## src/rtl/fetch_decode_buffer.sv

```systemverilog
// rtl/fetch_decode_buffer.sv - two-entry fetch-to-decode instruction buffer with flush and NOP bubble
// Optional bubble-cycle counter enabled by defining FDB_BUBBLE_CNT_EN.
module fetch_decode_buffer (
   input  logic        clk,
   input  logic        rst,
   input  logic [15:0] instrF,
   input  logic [15:0] incPCF,
   input  logic        errF,
   input  logic        validF,
   output logic        readyF,
   output logic [15:0] instrD,
   output logic [15:0] incPCD,
   output logic        errD,
   output logic        validD,
   input  logic        stallD,
   input  logic        flush,
   output logic [1:0]  occupancy,
   output logic [15:0] bubbleCnt
);

   logic [15:0] instr_q [2];
   logic [15:0] instr_d [2];
   logic [15:0] pc_q [2];
   logic [15:0] pc_d [2];
   logic [1:0]  err_q;
   logic [1:0]  err_d;
   logic        rd_ptr_q, rd_ptr_d;
   logic        wr_ptr_q, wr_ptr_d;
   logic [1:0]  count_q, count_d;
   logic        push;
   logic        pop;

   // All decode-side outputs come from registered state only.
   assign readyF    = (count_q != 2'd2);
   assign validD    = (count_q != 2'd0);
   assign occupancy = count_q;
   assign instrD    = validD ? instr_q[rd_ptr_q] : 16'h0800;
   assign incPCD    = validD ? pc_q[rd_ptr_q]    : 16'h0000;
   assign errD      = validD ? err_q[rd_ptr_q]   : 1'b0;

   always_comb begin
      push     = validF & readyF & ~flush;
      pop      = validD & ~stallD & ~flush;
      instr_d  = instr_q;
      pc_d     = pc_q;
      err_d    = err_q;
      rd_ptr_d = rd_ptr_q;
      wr_ptr_d = wr_ptr_q;
      count_d  = count_q;

      if (push) begin
         instr_d[wr_ptr_q] = instrF;
         pc_d[wr_ptr_q]    = incPCF;
         err_d[wr_ptr_q]   = errF;
         wr_ptr_d          = ~wr_ptr_q;
      end
      if (pop) begin
         rd_ptr_d = ~rd_ptr_q;
      end

      case ({push, pop})
         2'b10:   count_d = count_q + 2'd1;
         2'b01:   count_d = count_q - 2'd1;
         default: count_d = count_q;
      endcase

      if (flush) begin
         count_d  = 2'd0;
         rd_ptr_d = 1'b0;
         wr_ptr_d = 1'b0;
      end
   end

   always_ff @(posedge clk) begin
      if (!rst) begin
         count_q  <= 2'd0;
         rd_ptr_q <= 1'b0;
         wr_ptr_q <= 1'b0;
      end else begin
         count_q  <= count_d;
         rd_ptr_q <= rd_ptr_d;
         wr_ptr_q <= wr_ptr_d;
      end
   end

   // Entry payload needs no reset; validity is tracked by count alone.
   always_ff @(posedge clk) begin
      instr_q <= instr_d;
      pc_q    <= pc_d;
      err_q   <= err_d;
   end

`ifdef FDB_BUBBLE_CNT_EN
   logic [15:0] bubble_cnt_q, bubble_cnt_d;

   always_comb begin
      bubble_cnt_d = bubble_cnt_q;
      if (!validD && !stallD && (bubble_cnt_q != 16'hFFFF)) begin
         bubble_cnt_d = bubble_cnt_q + 16'd1;
      end
   end

   always_ff @(posedge clk) begin
      if (!rst) begin
         bubble_cnt_q <= 16'h0000;
      end else begin
         bubble_cnt_q <= bubble_cnt_d;
      end
   end

   assign bubbleCnt = bubble_cnt_q;
`else
   assign bubbleCnt = 16'h0000;
`endif

endmodule

```

## config.mk

```make
export PLATFORM = sky130hd
export DESIGN_NAME = fetch_decode_buffer
export DESIGN_NICKNAME = d
export VERILOG_FILES = /design/src/rtl/fetch_decode_buffer.sv
export SDC_FILE = /design/constraint.sdc
export NUM_CORES = 1
export LEC_CHECK = 0
export ABC_AREA = 1
export CORE_MARGIN = 5
export CORE_UTILIZATION = 45
export CTS_BUF_LIST = sky130_fd_sc_hd__clkbuf_16
export CTS_CLUSTER_SIZE = 30
export DETAILED_ROUTE_END_ITERATION = 10
export PLACE_DENSITY = 0.78
export SYNTH_ARGS = -nofsm -noshare
export SYNTH_HDL_FRONTEND = slang
export SYNTH_SLANG_ARGS = --single-unit
```

## constraint.sdc

```tcl
create_clock -name clk -period 8.1 [get_ports clk]
set_clock_uncertainty 0.05 [all_clocks]
set_input_delay 1.62 -clock clk [delete_from_list [all_inputs] [get_ports clk]]
set_output_delay 1.62 -clock clk [all_outputs]
set_load 0.02 [all_outputs]
```

==> results of run 1 <==
layout make-up:
cell class              instances  area share
clock buffers                   9      0.0590
clock inverters                 6     0.00819
inverters                       8     0.00786
multi-input cells             143       0.162
flip-flops and latches         70       0.540
well taps                      77      0.0252
repair buffers                 76       0.198
metal layers:
metal  vias to the layer above  global-route usage  wire [µm]
met5                         -                   0          0
met4                         0              0.0731        114
met3                        14              0.0498        448
met2                        73               0.263       2960
met1                       850               0.155       2200
li1                        912                   -          -
per-stage QoR:
step / total power (W) / instances / hold slack [ns] / instance area, µm² / util
floorplan: 0.000452 / 247 / 0.425 / 2900 / -
global placement: 0.000480 / 374 / 0.490 / 3560 / 0.571
detailed placement: 0.000482 / 374 / 0.507 / 3560 / 0.571
CTS: 0.000814 / 389 / 0.514 / 3820 / 0.612
global route: 0.000832 / 389 / 0.554 / 3820 / 0.612
finish: 0.000806 / 389 / 0.511 / 3820 / 0.612
cells in the mapped netlist (all sizes together):
cell     n  area [µm²]
inv      8        30.0
nand2   74         280
nor2    11        48.8
buf     26         195
nor3     2        10.0
ha       1        12.5
conb     1        3.75
nand3    3        15.0
dfxtp    4        80.1
a21oi   34         170
edfxtp  66        1980
nand4    1        6.26
xor2     1        8.76
final timing paths:
path,endpoint,depth (start not counted)
worst min-delay path,wr_ptr_q$_SDFFE_PP0N_,2
worst min register to register,wr_ptr_q$_SDFFE_PP0N_,2
worst max-delay path,incPCD[1],5
worst max register to register,instr_q[0]$_DFFE_PP_,5
state kept, by name (all words and copies together), names as in the netlist:
register,flops
instr_q,32
rd_ptr_q,1
pc_q,32
occupancy,2
wr_ptr_q,1
err_q,2
cells by family (layout without fill, tap and decap cells):
| group | count (synthesis) | after routing |
|---|---|---|
| buffers and inverters | 34 | 99 |
| AND/OR/NAND/NOR | 91 | 91 |
| flip-flops | 70 | 70 |
| adder cells (fa/ha/maj) | 1 | 1 |
| XOR/XNOR | 1 | 1 |
| AO/OA/AOI/OAI | 34 | 34 |
| other | 1 | 16 |
power by group:
part	leakage [nW]	internal [W]	switching [W]	total (W)
clock network	0.124	0.000201	0.000131	0.000332
registers	0.638	0.000407	0.00000300	0.000410
logic	0.619	0.0000293	0.0000347	0.0000639
worst register-to-register path, stage by stage, from the launching register on:
cell and delay (ns):
dfxtp_1 0.49, inv_1 0.11, nand2_2 0.11, nand3_1 0.10, inv_1 0.45, buf_4 0.39
==> run summary, run 1 <==
mux cell area share after synthesis: 0
root buf cell: clkbuf_16
crit-path cells: buf_4, inv_2, nand2_1, a21oi_1, clkdlybuf4s50_1
YS warnings: 0
Synth Cell Area: 0.00284 mm²
worst slack at placement: 4.44 ns
Die Footprint: 0.00801 mm²
# DRC: 0
Worst-Skew Late Latency: 0.32 ns
CP max stage delay: 0.65 ns
PD cells: 211 mW/mm²
Crit path buffers/inverters: 3
via count: 1849
vias in the first global route: 1835
clock tree buffer depth: 2
complex-gate fraction of the synthesized area: 0.0599
Final min period: 3.97 ns
die width: 89.5 µm
CTS sink count: 70
Slew @ Worst Pin: 0.967 ns
Port Buffers: 74
Slowest-stage cell, CP: clkdlybuf4s50_1
Post-CTS Setup Bufs: 0
pin count of the biggest net entering global routing: 37
CTS Hold Buffers Added: 0
Die H: 89.5 µm
clock-pin slew on the worst setup and hold paths: 0.05 ns
TNS Setup: 0 ns
Post-Synth Simple-Gate Area: 0.127
Netlist cell types: 18
Core Area: 0.00624 mm²
crit path from: rd_ptr_q$_SDFFE_PP0P_
Req. time, crit path: 6.43 ns
max-capacitance violation count: 0
sequential share of the synthesized area: 0.725
RSZ-0062 raised after global routing: no
Hold Crit Class: reg2reg
Slew headroom: 0.353
WL per Instance: 14.7 µm
worst r2r src: occupancy[0]$_SDFFE_PP0P_
CTS tree: done
post-synthesis cell count: 232
area of the multi-input gates: 619 µm²
storage element area: 0.00206 mm²
DRT iter0 DRCs: 62
Crit. End Element: output port
commonest non-fill, non-tap cell in the layout: clkdlybuf4s50_1
Detail Route Antenna Nets: 0
worst-path maximum fanout: 36
critical path launch point type: flip-flop
Area growth syn-to-layout: 34.4%
#FFs+latches synth: 70
share of cells above drive strength 1: 0.0609
status: finished clean
hold path startpoint: wr_ptr_q$_SDFFE_PP0N_
setup ws final: 4.13 ns
H-tree depth: 3
most frequent cells in the layout: clkdlybuf4s50_1 (74), nand2_1 (73), edfxtp_1 (66), a21oi_1 (34), conb_1 (16)
overall global routing resource usage: 0.148
FMAX: 252 MHz
xor and xnor area share after synthesis: 0.00308
r2r setup slk: 6.08 ns
Setup CP Type: reg2out
total gr overflow: 0
initial antenna violation count: 0
# IOs: 91
Post-Synth Adder-Cell Area: 0.00440
Worst EP arrival: 2.30 ns
gp weighted congestion: 0.756
First-pass DRT Iterations: 5
largest family of logic cells by synthesized area: simple AND/OR/NAND/NOR gates
fin. max-slew vios: 0
CP delay by family, top: buffers and inverters
first-pass GRT wire length: 8560 µm
Leakage: 1.38 nW
Initial Util: 0.455
n_diodes: 0
final hold violations: 0
vias per cell: 4.75
HPWL after detailed placement: 3770 µm
Max IR drop VDD: 0.138 mV
total wire length: 5730 µm
final worst-path cycle share: 0.490
CTS resizes: 0
count of final setup violators: 0
TritonCTS buffer count: 9
Syn Area/Cell: 12.3 µm²
Nets: 347
Rows: 29
fill count: 509
No activity file was read; power rests on OpenSTA's default activity.
==> run 2: changes to the inputs <==
- clock period: 8.1 -> 3.95 ns (I/O delays scaled with it)
==> run summary, run 2 (synthesis gave the netlist of run 1 again) <==
status: finished clean
CTS Hold Buffers Added: 0 (unchanged)
worst r2r src: occupancy[0]$_SDFFE_PP0P_
gp weighted congestion: 0.740 (-2.1%)
overall global routing resource usage: 0.147 (-0.000355)
Final min period: 3.16 ns
via count: 1881 (+1.7%)
Nets: 347 (unchanged)
root buf cell: clkbuf_16
most frequent cells in the layout: clkdlybuf4s50_1 (74), nand2_1 (73), edfxtp_1 (66), a21oi_1 (34), conb_1 (16)
Slew @ Worst Pin: 0.942 ns (-0.0256 ns)
crit-path cells: inv_2, nand2_1, a21oi_1, clkdlybuf4s50_1
pin count of the biggest net entering global routing: 35 (-5.4%)
# IOs: 91 (unchanged)
r2r worst-path depth: 5 (unchanged)
Largest regs: instr_q x32, pc_q x32
first-pass GRT wire length: 8580 µm (+0.23%)
HPWL after detailed placement: 3790 µm (+0.51%)
Setup CP Type: reg2out
total wire length: 5510 µm (-3.7%)
FMAX: 316 MHz
count of final setup violators: 0 (unchanged)
total gr overflow: 0 (unchanged)
final worst-path cycle share: 0.801
die width: 89.5 µm (unchanged)
CTS tree: done
Port Buffers: 74 (unchanged)
First-pass DRT Iterations: 4 (-1)
Req. time, crit path: 3.11 ns (-3.32 ns)
Slowest-stage cell, CP: clkdlybuf4s50_1
TritonCTS buffer count: 9 (unchanged)
PD cells: 446 mW/mm² (+110%)
metal2 WL: 2880 µm (-2.8%)
CTS sink count: 70 (unchanged)
vias in the first global route: 1862 (+1.5%)
critical path launch point type: flip-flop
WL per Instance: 14.1 µm (-4.0%)
Critical Path End: incPCD[14]
# DRC: 0 (unchanged)
CP max stage delay: 0.64 ns (about the same)
H-tree depth: 3 (unchanged)
met3 WL post-DR: 477 µm (+6.5%)
Die Footprint: 0.00801 mm² (unchanged)
n_diodes: 0 (unchanged)
commonest non-fill, non-tap cell in the layout: clkdlybuf4s50_1
Initial Util: 0.455 (unchanged)
met1 wire length: 2070 µm (-5.9%)
final hold violations: 0 (unchanged)
RSZ-0062 raised after global routing: no
r2r setup slk: 1.97 ns (-4.11 ns)
CTS resizes: 0 (unchanged)
max-capacitance violation count: 0 (unchanged)
initial antenna violation count: 0 (unchanged)
Worst-Skew Late Latency: 0.32 ns (about the same)
share of cells above drive strength 1: 0.0575 (-0.00339)
Hold Crit Class: reg2reg
Crit. End Element: output port
DRT iter0 DRCs: 70 (+13%)
Worst EP arrival: 2.32 ns (+0.02 ns)
fill count: 510 (+0.20%)
Slew headroom: 0.371 (+0.0171)
Core Area: 0.00624 mm² (unchanged)
Leakage: 1.39 nW (+0.96%)
utilization after layout: 0.616 (+0.00401)
Detail Route Antenna Nets: 0 (unchanged)
Rows: 29 (unchanged)
Area growth syn-to-layout: 35.3%
crit path from: rd_ptr_q$_SDFFE_PP0P_
Max IR drop VDD: 0.277 mV (+100%)
Post-CTS Setup Bufs: 0 (unchanged)
clock tree buffer depth: 2 (unchanged)
vias per cell: 4.82 (+1.5%)
top sig layer: met4
Worst R2R End: pc_q[3]$_DFFE_PP_
worst-path maximum fanout: 33 (-8.3%)
clock-pin slew on the worst setup and hold paths: 0.05 ns (about the same)
fin. max-slew vios: 0 (unchanged)
Die H: 89.5 µm (unchanged)
TNS Setup: 0 ns (unchanged)
hold path depth: 2 (unchanged)
run 2: changes by cell type in the layout (fill, tap and decap cells not counted), sizes merged:
cell / before / now
bufinv: 0 / 1
clkinv: 3 / 4
clkinvlp: 2 / 1
run 2: worst min path at each step:
stage	start	end	slack, ns
final	wr_ptr_q$_SDFFE_PP0N_	wr_ptr_q$_SDFFE_PP0N_	0.51
after global routing	wr_ptr_q$_SDFFE_PP0N_	wr_ptr_q$_SDFFE_PP0N_	0.53
after CTS	wr_ptr_q$_SDFFE_PP0N_	wr_ptr_q$_SDFFE_PP0N_	0.51
after detailed placement	wr_ptr_q$_SDFFE_PP0N_	wr_ptr_q$_SDFFE_PP0N_	0.51
after global placement	wr_ptr_q$_SDFFE_PP0N_	wr_ptr_q$_SDFFE_PP0N_	0.49
after floorplan	wr_ptr_q$_SDFFE_PP0N_	wr_ptr_q$_SDFFE_PP0N_	0.42
run 2: per-layer routing:
metal / track usage / vias up
met1: 0.166 / 884
met5: 0 / -
met4: 0.0690 / 0
met2: 0.257 / 73
met3: 0.0433 / 9
li1: - / 915
run 2: cell type report:
class | count | area (µm²) | share of cell area
well taps | 77 | 96.3 | 0.0251
repair buffers | 76 | 756 | 0.197
clock buffers | 9 | 225 | 0.0586
multi-input cells | 143 | 619 | 0.161
clock inverters | 7 | 56.3 | 0.0146
inverters | 8 | 30.0 | 0.00781
flip-flops and latches | 70 | 2060 | 0.536
run 2: stage by stage:
stage | area [µm²] | hold WS, ns | cells | power [W] | worst slack (ns)
2_1_floorplan | 2900 | 0.425 | 247 | 0.000927 | 1.04
3_3_place_gp | 3560 | 0.490 | 374 | 0.000984 | 1.17
3_5_place_dp | 3560 | 0.507 | 374 | 0.000988 | 1.10
4_1_cts | 3840 | 0.514 | 390 | 0.00173 | 0.799
5_1_grt | 3840 | 0.533 | 390 | 0.00178 | 0.619
6_report | 3840 | 0.511 | 390 | 0.00171 | 0.786
run 2: critical path: cells and delay by family, from the launching register on:
family          cells  cell delay (ns)
compound gates      1             0.22
flops               1             0.48
buf+inv             2             1.17
simple gates        1             0.13
run 2: where the power goes:
| part | total [W] | internal (W) | switching (W) |
|---|---|---|---|
| combinational | 0.000130 | 0.0000600 | 0.0000704 |
| clock | 0.000742 | 0.000476 | 0.000266 |
| sequential | 0.000842 | 0.000835 | 0.00000637 |
| total | 0.00171 | 0.00137 | 0.000342 |
